--- config.mk ---
export PLATFORM = sky130hd
export DESIGN_NAME = i2c_log_uart
export DESIGN_NICKNAME = d
export VERILOG_FILES = /design/src/rtl/i2c_log_pkg.sv /design/src/rtl/uart_tx_8n1.sv /design/src/rtl/i2c_log_uart.sv
export SDC_FILE = /design/constraint.sdc
export NUM_CORES = 1
export LEC_CHECK = 0
export CELL_PAD_IN_SITES_DETAIL_PLACEMENT = 0
export CELL_PAD_IN_SITES_GLOBAL_PLACEMENT = 1
export CORE_UTILIZATION = 30
export DETAILED_ROUTE_END_ITERATION = 6
export HOLD_SLACK_MARGIN = 0.1
export PLACE_DENSITY = 0.48
export SKIP_LAST_GASP = 1
export SLEW_MARGIN = 40
export SYNTH_ARGS = -nofsm -noshare
export SYNTH_HDL_FRONTEND = slang
export SYNTH_SLANG_ARGS = --single-unit
--- constraint.sdc ---
create_clock -name clk -period 4.73 [get_ports clk]
set_input_delay 0.946 -clock clk [delete_from_list [all_inputs] [get_ports clk]]
set_output_delay 0.946 -clock clk [all_outputs]
set_load 0.01 [all_outputs]
--- src/rtl/i2c_log_pkg.sv ---
// Shared types and constants for the I2C capture logger.
// Entries are {type, value}; header byte on the wire is HDR_BASE | type.
package i2c_log_pkg;

  localparam int ENTRY_W = 10;

  localparam logic [1:0] TYPE_ADDR = 2'd0;
  localparam logic [1:0] TYPE_REG  = 2'd1;
  localparam logic [1:0] TYPE_DATA = 2'd2;

  localparam logic [7:0] HDR_BASE = 8'hA0;

  typedef struct packed {
    logic [1:0] typ;
    logic [7:0] val;
  } entry_t;

  typedef enum logic [1:0] {SEQ_IDLE, SEQ_HDR, SEQ_VAL} seq_state_e;

  typedef enum logic [1:0] {SER_IDLE, SER_START, SER_DATA, SER_STOP} ser_state_e;

  function automatic logic [7:0] hdr_byte(input logic [1:0] typ);
    return HDR_BASE | {6'd0, typ};
  endfunction

endpackage

--- src/rtl/uart_tx_8n1.sv ---
// 8N1 bit serializer; start accepted only while idle (ready high).
// tx is a register with async set so reset forces the line idle at once.
module uart_tx_8n1
  import i2c_log_pkg::*;
#(
  parameter int CLKS_PER_BIT = 10
) (
  input  logic       clk,
  input  logic       rst,
  input  logic [7:0] data,
  input  logic       start,
  output logic       tx,
  output logic       ready
);

  localparam int CW = (CLKS_PER_BIT > 2) ? $clog2(CLKS_PER_BIT) : 1;
  localparam logic [CW-1:0] RELOAD      = CW'(CLKS_PER_BIT - 1);
  localparam logic [CW-1:0] RELOAD_STOP = CW'(CLKS_PER_BIT - 2);

  ser_state_e    state_q;
  logic [CW-1:0] cnt_q;
  logic [2:0]    bit_q;
  logic [7:0]    shift_q;
  logic          tx_q;

  // The stop bit spends its last cycle in IDLE with tx high, so a start
  // accepted there follows the stop bit with no idle gap.
  always_ff @(posedge clk or posedge rst) begin
    if (rst) begin
      state_q <= SER_IDLE;
      cnt_q   <= '0;
      bit_q   <= '0;
      shift_q <= '0;
      tx_q    <= 1'b1;
    end else begin
      case (state_q)
        SER_IDLE: begin
          tx_q <= 1'b1;
          if (start) begin
            state_q <= SER_START;
            cnt_q   <= RELOAD;
            shift_q <= data;
            tx_q    <= 1'b0;
          end
        end
        SER_START: begin
          if (cnt_q == '0) begin
            state_q <= SER_DATA;
            cnt_q   <= RELOAD;
            bit_q   <= '0;
            tx_q    <= shift_q[0];
          end else begin
            cnt_q <= cnt_q - 1'b1;
          end
        end
        SER_DATA: begin
          if (cnt_q == '0) begin
            if (bit_q == 3'd7) begin
              state_q <= SER_STOP;
              cnt_q   <= RELOAD_STOP;
              tx_q    <= 1'b1;
            end else begin
              bit_q   <= bit_q + 1'b1;
              cnt_q   <= RELOAD;
              shift_q <= shift_q >> 1;
              tx_q    <= shift_q[1];
            end
          end else begin
            cnt_q <= cnt_q - 1'b1;
          end
        end
        default: begin
          tx_q <= 1'b1;
          if (cnt_q == '0) state_q <= SER_IDLE;
          else             cnt_q   <= cnt_q - 1'b1;
        end
      endcase
    end
  end

  assign tx    = tx_q;
  assign ready = (state_q == SER_IDLE);

endmodule

--- src/rtl/i2c_log_uart.sv ---
// Logs sniffed I2C capture pulses as tagged 2-byte UART records via a FIFO.
// One event written per cycle; lost or rejected events are counted, sticky overflow.
module i2c_log_uart
  import i2c_log_pkg::*;
#(
  parameter int CLK_HZ     = 100_000_000,
  parameter int BAUD       = 115_200,
  parameter int FIFO_DEPTH = 16
) (
  input  logic                          clk,
  input  logic                          rst,
  input  logic [7:0]                    address,
  input  logic                          address_ready,
  input  logic [7:0]                    reg_address,
  input  logic                          reg_address_ready,
  input  logic [7:0]                    reg_data,
  input  logic                          reg_data_ready,
  output logic                          uart_tx,
  output logic [$clog2(FIFO_DEPTH):0]   fifo_level,
  output logic                          overflow,
  output logic [15:0]                   drop_count,
  output logic                          busy
);

  localparam int CLKS_PER_BIT = CLK_HZ / BAUD;
  localparam int AW = $clog2(FIFO_DEPTH);
  localparam int LW = AW + 1;

  entry_t      mem_q [FIFO_DEPTH];
  logic [AW-1:0] wr_ptr_q, rd_ptr_q;
  logic [LW-1:0] level_q, level_d;
  logic        ovf_q;
  logic [15:0] drop_q, drop_d;
  seq_state_e  seq_q;
  logic [7:0]  val_q;

  logic        wr_req, wr_ok, rejected, pop, full;
  entry_t      wr_ent, head;
  logic [1:0]  n_pulse, lost, drop_inc;
  logic [16:0] drop_sum;
  logic        ser_start, ser_ready, ser_tx;
  logic [7:0]  ser_data;

  assign head = mem_q[rd_ptr_q];
  assign full = (level_q == LW'(FIFO_DEPTH));
  assign pop  = (seq_q == SEQ_IDLE) && (level_q != '0) && ser_ready;

  always_comb begin
    wr_req  = address_ready | reg_address_ready | reg_data_ready;
    n_pulse = {1'b0, address_ready} + {1'b0, reg_address_ready} + {1'b0, reg_data_ready};
    if (address_ready)          wr_ent = '{typ: TYPE_ADDR, val: address};
    else if (reg_address_ready) wr_ent = '{typ: TYPE_REG,  val: reg_address};
    else                        wr_ent = '{typ: TYPE_DATA, val: reg_data};
    // A pop in the same cycle frees a slot, so a full FIFO still accepts.
    wr_ok    = wr_req && (!full || pop);
    rejected = wr_req && !wr_ok;
    lost     = wr_req ? (n_pulse - 2'd1) : 2'd0;
    drop_inc = lost + {1'b0, rejected};
    drop_sum = {1'b0, drop_q} + {15'd0, drop_inc};
    drop_d   = drop_sum[16] ? 16'hFFFF : drop_sum[15:0];
    level_d  = level_q + LW'(wr_ok) - LW'(pop);
  end

  always_ff @(posedge clk) begin
    if (wr_ok) mem_q[wr_ptr_q] <= wr_ent;
  end

  always_ff @(posedge clk or posedge rst) begin
    if (rst) begin
      wr_ptr_q <= '0;
      rd_ptr_q <= '0;
      level_q  <= '0;
      ovf_q    <= 1'b0;
      drop_q   <= '0;
    end else begin
      if (wr_ok) wr_ptr_q <= wr_ptr_q + 1'b1;
      if (pop)   rd_ptr_q <= rd_ptr_q + 1'b1;
      level_q <= level_d;
      drop_q  <= drop_d;
      if (drop_inc != 2'd0) ovf_q <= 1'b1;
    end
  end

  always_ff @(posedge clk or posedge rst) begin
    if (rst) begin
      seq_q <= SEQ_IDLE;
      val_q <= '0;
    end else begin
      case (seq_q)
        SEQ_IDLE: if (pop) begin
          seq_q <= SEQ_HDR;
          val_q <= head.val;
        end
        SEQ_HDR:  if (ser_ready) seq_q <= SEQ_VAL;
        default:  if (ser_ready) seq_q <= SEQ_IDLE;
      endcase
    end
  end

  assign ser_start = pop || ((seq_q == SEQ_HDR) && ser_ready);
  assign ser_data  = pop ? hdr_byte(head.typ) : val_q;

  uart_tx_8n1 #(.CLKS_PER_BIT(CLKS_PER_BIT)) u_ser (
    .clk   (clk),
    .rst   (rst),
    .data  (ser_data),
    .start (ser_start),
    .tx    (ser_tx),
    .ready (ser_ready)
  );

  assign uart_tx    = ser_tx;
  assign fifo_level = level_q;
  assign overflow   = ovf_q;
  assign drop_count = drop_q;
  assign busy       = (level_q != '0) || (seq_q != SEQ_IDLE) || !ser_ready;

endmodule

==> flow_metrics.py, run 1 <==
metrics = {
    "status": {
        "status": "finished clean",
    },
    "power_and_ir_drop": {
        "p_per_area_mw_per_mm2": 462.6,
        "ir_drop_mv": 0.2364,
        "power.total_mw": 5.509,
        "power_leakage_nw": 4.336,
    },
    "cells_and_area": {
        "final_area_mm2": 0.01191,
        "layout_common_cells": "edfxtp_1 (160), nand2_1 (64), dfrtp_1 (60), clkdlybuf4s50_1 (52), mux4_2 (36)",
        "drive_gt1_frac": 0.1895,
        "regArea_mm2": 0.006414,
        "mostFrequentLayoutCell": "edfxtp_1",
        "fin_util": 0.3670,
        "diodes": 0,
        "n_fill_cell": 3127,
        "nets": 799,
        "multi_input_area_mm2": 0.003224,
        "synthToLayoutAreaGrowth_pct": 20.77,
    },
    "timing": {
        "post-route-min-period_ns": 3.874,
        "fin_setup_tns_ns": 0,
        "max_freq_ghz": 0.2581,
        "hold_viol": 0,
        "max_slew_margin": 0.4713,
        "worst_pin_slew_ns": 0.7903,
        "worst_slack_ns": 0.8560,
        "rsz0062_at_grt": "no",
        "worst_clock_skew_ns": 0.01237,
        "final_max_slew_viol_count": 0,
        "setup_viol": 0,
        "min_period_over_period": 0.8190,
    },
    "routing": {
        "finalWirelength_mm": 23.01,
        "wl_met3_um": 915,
        "first_iter_violations": 364,
        "highest_layer": "met4",
        "num_vias": 5753,
        "wl_per_cell_um": 19.06,
        "routed-wl-met2_mm": 11.28,
        "dr.pass1.iters": 4,
        "final_antenna_net_count": 0,
        "wl_met1_mm": 10.41,
        "via_per_inst": 4.766,
        "drc": 0,
    },
    "floorplan": {
        "rows": 66,
        "ios": 53,
        "dieArea_mm2": 0.03360,
        "start_util": 0.3039,
        "die_w_um": 183.3,
        "die_h_um": 183.3,
        "core_region_area_mm2": 0.03245,
    },
    "clocking": {
        "post-cts-setup-buffers": 0,
        "clockBufferDepth": 3,
        "cts.clk_slew.worst_paths_ns": 0.06,
        "cts-htree-levels": 1,
        "insertion_delay_ns": 0.52,
        "hold_buffers": 0,
        "cts_made_buffers": 26,
        "clockRootBuffer": "clkbuf_16",
        "cts.repair.resized": 0,
        "cts_tree": "built",
        "cts_sinks": 224,
    },
    "logic_synthesis": {
        "synth_top_area_cell": "edfxtp_1",
        "ys_ff_latch": 224,
        "yosysSeqAreaShare": 0.6497,
        "avgSynthCellArea_um2": 14.87,
        "ys_types": 65,
        "synth_nets": 717,
        "syn_area_mm2": 0.009862,
        "synthArstFlopShare": 0.2857,
        "synth_ff_type": "edfxtp_1",
        "synth_top_area_share": 0.4872,
        "synth_cells": 663,
        "synth_warnings": 0,
        "synthTopCellsByArea": "edfxtp_1 (49%), dfrtp_1 (16%), mux4_2 (8.2%)",
        "synth-edff-count": 160,
    },
    "place": {
        "hpwlAfterDp_mm": 14.73,
        "placed_cell_area_mm2": 0.01103,
        "place_congestion": 0.7524,
        "portBuffers": 52,
        "place_ws_ns": 0.3214,
    },
    "setup_path": {
        "required_ns": 5.16,
        "crit_fanout": 13,
        "crit_arrival_ns": 4.30,
        "r2r_slack_ns": 1.02,
        "cp-start-kind": "primary input",
        "worstSetupPathType": "primary input to flip-flop",
        "endpoint_kind": "flip-flop",
    },
    "grt": {
        "gr-usage-all-layers": 0.1423,
        "first_global_vias": 6058,
        "grt_pass1_wl_mm": 35.99,
        "grt_overflow": 0,
        "grt_start_max_net_pins": 41,
        "grt_antenna_before_repair": 0,
    },
    "worst_hold_path": {
        "hold_path_class": "flip-flop to flip-flop",
    },
    "run": {
        "cap_violations": 0,
    },
}
report_power, final:
group / leakage [nW] / internal, mW / switching [mW]
clock: 0.414 / 1.18 / 0.795
combinational: 1.70 / 0.411 / 0.531
sequential: 2.22 / 2.45 / 0.146
total: 4.34 / 4.04 / 1.47
critical path, stage by stage:
cell and delay (ns):
clkdlybuf4s50_1 0.48, inv_1 0.05, ha_1 0.26, inv_1 0.04, ha_1 0.25, nor2b_1 0.13
ha_1 0.20, xor2_1 0.29, fa_1 0.30, and4_1 0.23, nand4_1 0.28, or3_1 0.68
o21ai_0 0.17
cell usage after synthesis (all sizes together) (11+ instances only):
cell	count
buf	21
xnor2	13
edfxtp	160
a21oi	16
mux2	11
inv	26
nor3	15
nand2	64
dfrtp	63
ha	23
mux2i	28
o21ai	29
nor2	33
mux4	36
state kept, by name, indices dropped and copies added, names as in the netlist:
name and count:
drop_count 16, fifo_level 5, mem_q 160, overflow 1, rd_ptr_q 4, seq_q 2
u_ser.bit_q 3, u_ser.cnt_q 10, u_ser.shift_q 8, u_ser.state_q 2, u_ser.tx 1, val_q 8
wr_ptr_q 4
cell type report:
class	count	share of cell area
Clock buffer	31	0.05967
Clock inverter	17	0.01187
Inverter	26	0.008299
Multi-Input combinational cell	382	0.2707
Sequential cell	224	0.5385
Tap cell	442	0.04643
Timing Repair Buffer	85	0.06450
path summary, 6_finish.rpt:
| path | startpoint | end | cells past startpoint |
|---|---|---|---|
| hold / removal | val_q[2] | val_q[2] | 2 |
| max in group asynchronous | rst | rd_ptr_q[1] | 3 |
| min in group asynchronous | rst | u_ser.state_q[0] | 2 |
| setup reg to reg | u_ser.state_q[0] | drop_count[4] | 12 |
| setup / recovery | address_ready | drop_count[4] | 13 |
| hold reg to reg | val_q[2] | val_q[2] | 2 |
stage by stage:
step	std cells	hold slack (ns)
after floorplan	663	0.4445
after global placement	1159	0.4687
after detailed placement	1159	0.4631
after CTS	1207	0.4804
after global routing	1207	0.5174
final	1207	0.4780
logic make-up after synthesis:
family,after synthesis,share of synthesized area
AO/OA/AOI/OAI,91,0.06280
AND/OR/NAND/NOR,169,0.08538
adder cells (fa/ha/maj),25,0.03324
multiplexers,75,0.1232
XOR/XNOR,22,0.01954
flip-flops,224,0.6497
buffers and inverters,57,0.02613
metal layers:
| layer | track usage | vias to the layer above |
|---|---|---|
| li1 | - | 2666 |
| met4 | 0.03433 | 0 |
| met5 | 0 | - |
| met3 | 0.01946 | 34 |
| met2 | 0.2452 | 113 |
| met1 | 0.1892 | 2940 |
No activity file was read; power rests on OpenSTA's default activity.
==> inputs of run 2 (changes only) <==
--- a/config.mk
+++ b/config.mk
@@ -10,7 +10,7 @@
 export CORE_UTILIZATION = 30
 export DETAILED_ROUTE_END_ITERATION = 6
 export HOLD_SLACK_MARGIN = 0.1
-export PLACE_DENSITY = 0.48
+export PLACE_DENSITY = 0.5
 export SKIP_LAST_GASP = 1
 export SLEW_MARGIN = 40
 export SYNTH_ARGS = -nofsm -noshare
==> constraint.sdc (replaced) <==
create_clock -name clk -period 3.48 [get_ports clk]
set_input_delay 0.696 -clock clk [delete_from_list [all_inputs] [get_ports clk]]
set_output_delay 0.696 -clock clk [all_outputs]
set_load 0.01 [all_outputs]
==> flow_metrics.py, run 2 (same netlist as run 1, synthesis figures left out) <==
metrics = {
    "status": {
        "status": "finished clean",
    },
    "floorplan": {
        "ios": 53,
        "core_region_area_mm2": 0.03245,
        "dieArea_mm2": 0.03360,
        "die_h_um": 183.3,
        "die_w_um": 183.3,
        "rows": 66,
        "start_util": 0.3039,
    },
    "setup_path": {
        "reg2reg_depth": 12,
        "required_ns": 3.93,
        "crit_fanout": 7,
        "cp-start-kind": "primary input",
        "worstSetupPathType": "primary input to flip-flop",
        "slowest_delay_ns": 0.53,
        "crit_path_top_delay_cell": "or3_4",
        "crit_arrival_ns": 3.79,
        "cpMostUsedCell": "ha_1",
        "worstPathCellList": "clkdlybuf4s50_1 > inv_1 > ha_1 > inv_1 > ha_1 > nor2b_1 > ha_1 > ha_4 > fa_2 > and4_4 > nand4_1 > or3_4 > nand2_1",
        "endpoint_kind": "flip-flop",
        "r2r_slack_ns": 0.16,
    },
    "cells_and_area": {
        "top_register": "mem_q",
        "largest_reg_flops": 160,
        "nets": 814,
        "drive_gt1_frac": 0.2077,
        "regArea_mm2": 0.006411,
        "diodes": 0,
        "n_fill_cell": 3028,
        "mostFrequentLayoutCell": "edfxtp_1",
        "final_area_mm2": 0.01222,
        "synthToLayoutAreaGrowth_pct": 23.89,
        "multi_input_area_mm2": 0.003254,
        "layout_common_cells": "edfxtp_1 (160), nand2_1 (64), dfrtp_1 (62), clkdlybuf4s50_1 (52), buf_4 (38)",
    },
    "timing": {
        "hold_viol": 0,
        "worst_clock_skew_ns": 0.007699,
        "rsz0062_at_grt": "yes",
        "final_max_slew_viol_count": 0,
        "worst_slack_ns": 0.1456,
        "hold_ws_ns": 0.4667,
        "worst_pin_slew_ns": 0.8105,
        "min_period_over_period": 0.9582,
        "max_slew_margin": 0.4578,
        "max_freq_ghz": 0.2999,
        "setup_viol": 0,
        "post-route-min-period_ns": 3.334,
    },
    "grt": {
        "grt_overflow": 0,
        "grt_start_max_net_pins": 35,
        "grt_pass1_wl_mm": 34.67,
        "grt_antenna_before_repair": 0,
        "gr-usage-all-layers": 0.1365,
        "first_global_vias": 5905,
    },
    "routing": {
        "wl_met3_um": 816,
        "wl_per_cell_um": 18.36,
        "drc": 0,
        "routed-wl-met2_mm": 11.17,
        "via_per_inst": 4.690,
        "final_antenna_net_count": 0,
        "highest_layer": "met4",
        "num_vias": 5731,
        "dr.pass1.iters": 4,
        "first_iter_violations": 398,
        "wl_met1_mm": 10.12,
        "finalWirelength_mm": 22.44,
    },
    "place": {
        "portBuffers": 52,
        "place_ws_ns": -0.4068,
        "placed_cell_area_mm2": 0.01125,
        "place_congestion": 0.7433,
        "hpwlAfterDp_mm": 14.81,
    },
    "clocking": {
        "cts.clk_slew.worst_paths_ns": 0.06,
        "cts_tree": "built",
        "insertion_delay_ns": 0.52,
        "cts_sinks": 224,
        "clockBufferDepth": 3,
        "cts-htree-levels": 1,
        "clockRootBuffer": "clkbuf_16",
        "cts_made_buffers": 26,
    },
    "power_and_ir_drop": {
        "power.total_mw": 7.806,
        "p_per_area_mw_per_mm2": 638.9,
        "power_leakage_nw": 4.474,
        "ir_drop_mv": 0.3525,
    },
    "worst_hold_path": {
        "hold_path_class": "flip-flop to flip-flop",
        "hold_path_depth": 1,
    },
    "run": {
        "cap_violations": 0,
    },
}
==> run 2: cell types whose count changed in the layout (fill, tap and decap cells not counted), moves of 3 or more <==
cell	change
buf_12	+9
clkinvlp_4	-3
bufinv_16	+3
buf_4	+5
==> run 2: layout make-up <==
type                    instances  area share
clock buffers                  30     0.05622
multi-input cells             383      0.2664
inverters                      26    0.007988
repair buffers                 99     0.08070
well taps                     442     0.04526
clock inverters                18     0.01874
flip-flops and latches        224      0.5247
==> run 2: worst max-delay path: cells and delay by family <==
kind | cells | cell delay (ns)
AND/OR/NAND/NOR | 5 | 1.24
buffers and inverters | 3 | 0.57
adder cells (fa/ha/maj) | 5 | 1.27
==> run 2: what timing repair did <==
item,CTS,global route
setup endpoints to repair,0,14
buffers inserted,0,2
hold buffers,0,0
resized for setup,0,6
==> run 2: where the power goes <==
part | total [mW] | internal [mW] | leakage, nW | switching [mW]
clock network | 2.88 | 1.79 | 0.452 | 1.09
registers | 3.53 | 3.33 | 2.23 | 0.200
logic | 1.40 | 0.664 | 1.80 | 0.736
total | 7.81 | 5.78 | 4.47 | 2.02
==> run 2: path summary, 6_finish.rpt <==
check,from,to
min in group asynchronous,rst,drop_count[8]
worst min register to register,overflow,overflow
worst max-delay path,address_ready,drop_count[7]
max in group asynchronous,rst,u_ser.tx
worst min-delay path,overflow,overflow
worst max register to register,u_ser.state_q[1],drop_count[7]
==> run 2: per-stage QoR <==
stage          TNS, ns  instances  utilization
2_1_floorplan        0        663            -
3_3_place_gp    -4.107       1171       0.3464
3_5_place_dp    -5.627       1171       0.3468
4_1_cts              0       1219       0.3750
5_1_grt        -0.1373       1222       0.3765
6_report             0       1222       0.3765
==> run 2: metal layers <==
layer / vias to the layer above / GRT usage
met4: 0 / 0.03400
met5: - / 0
met2: 100 / 0.2338
li1: 2701 / -
met3: 27 / 0.02065
met1: 2903 / 0.1810
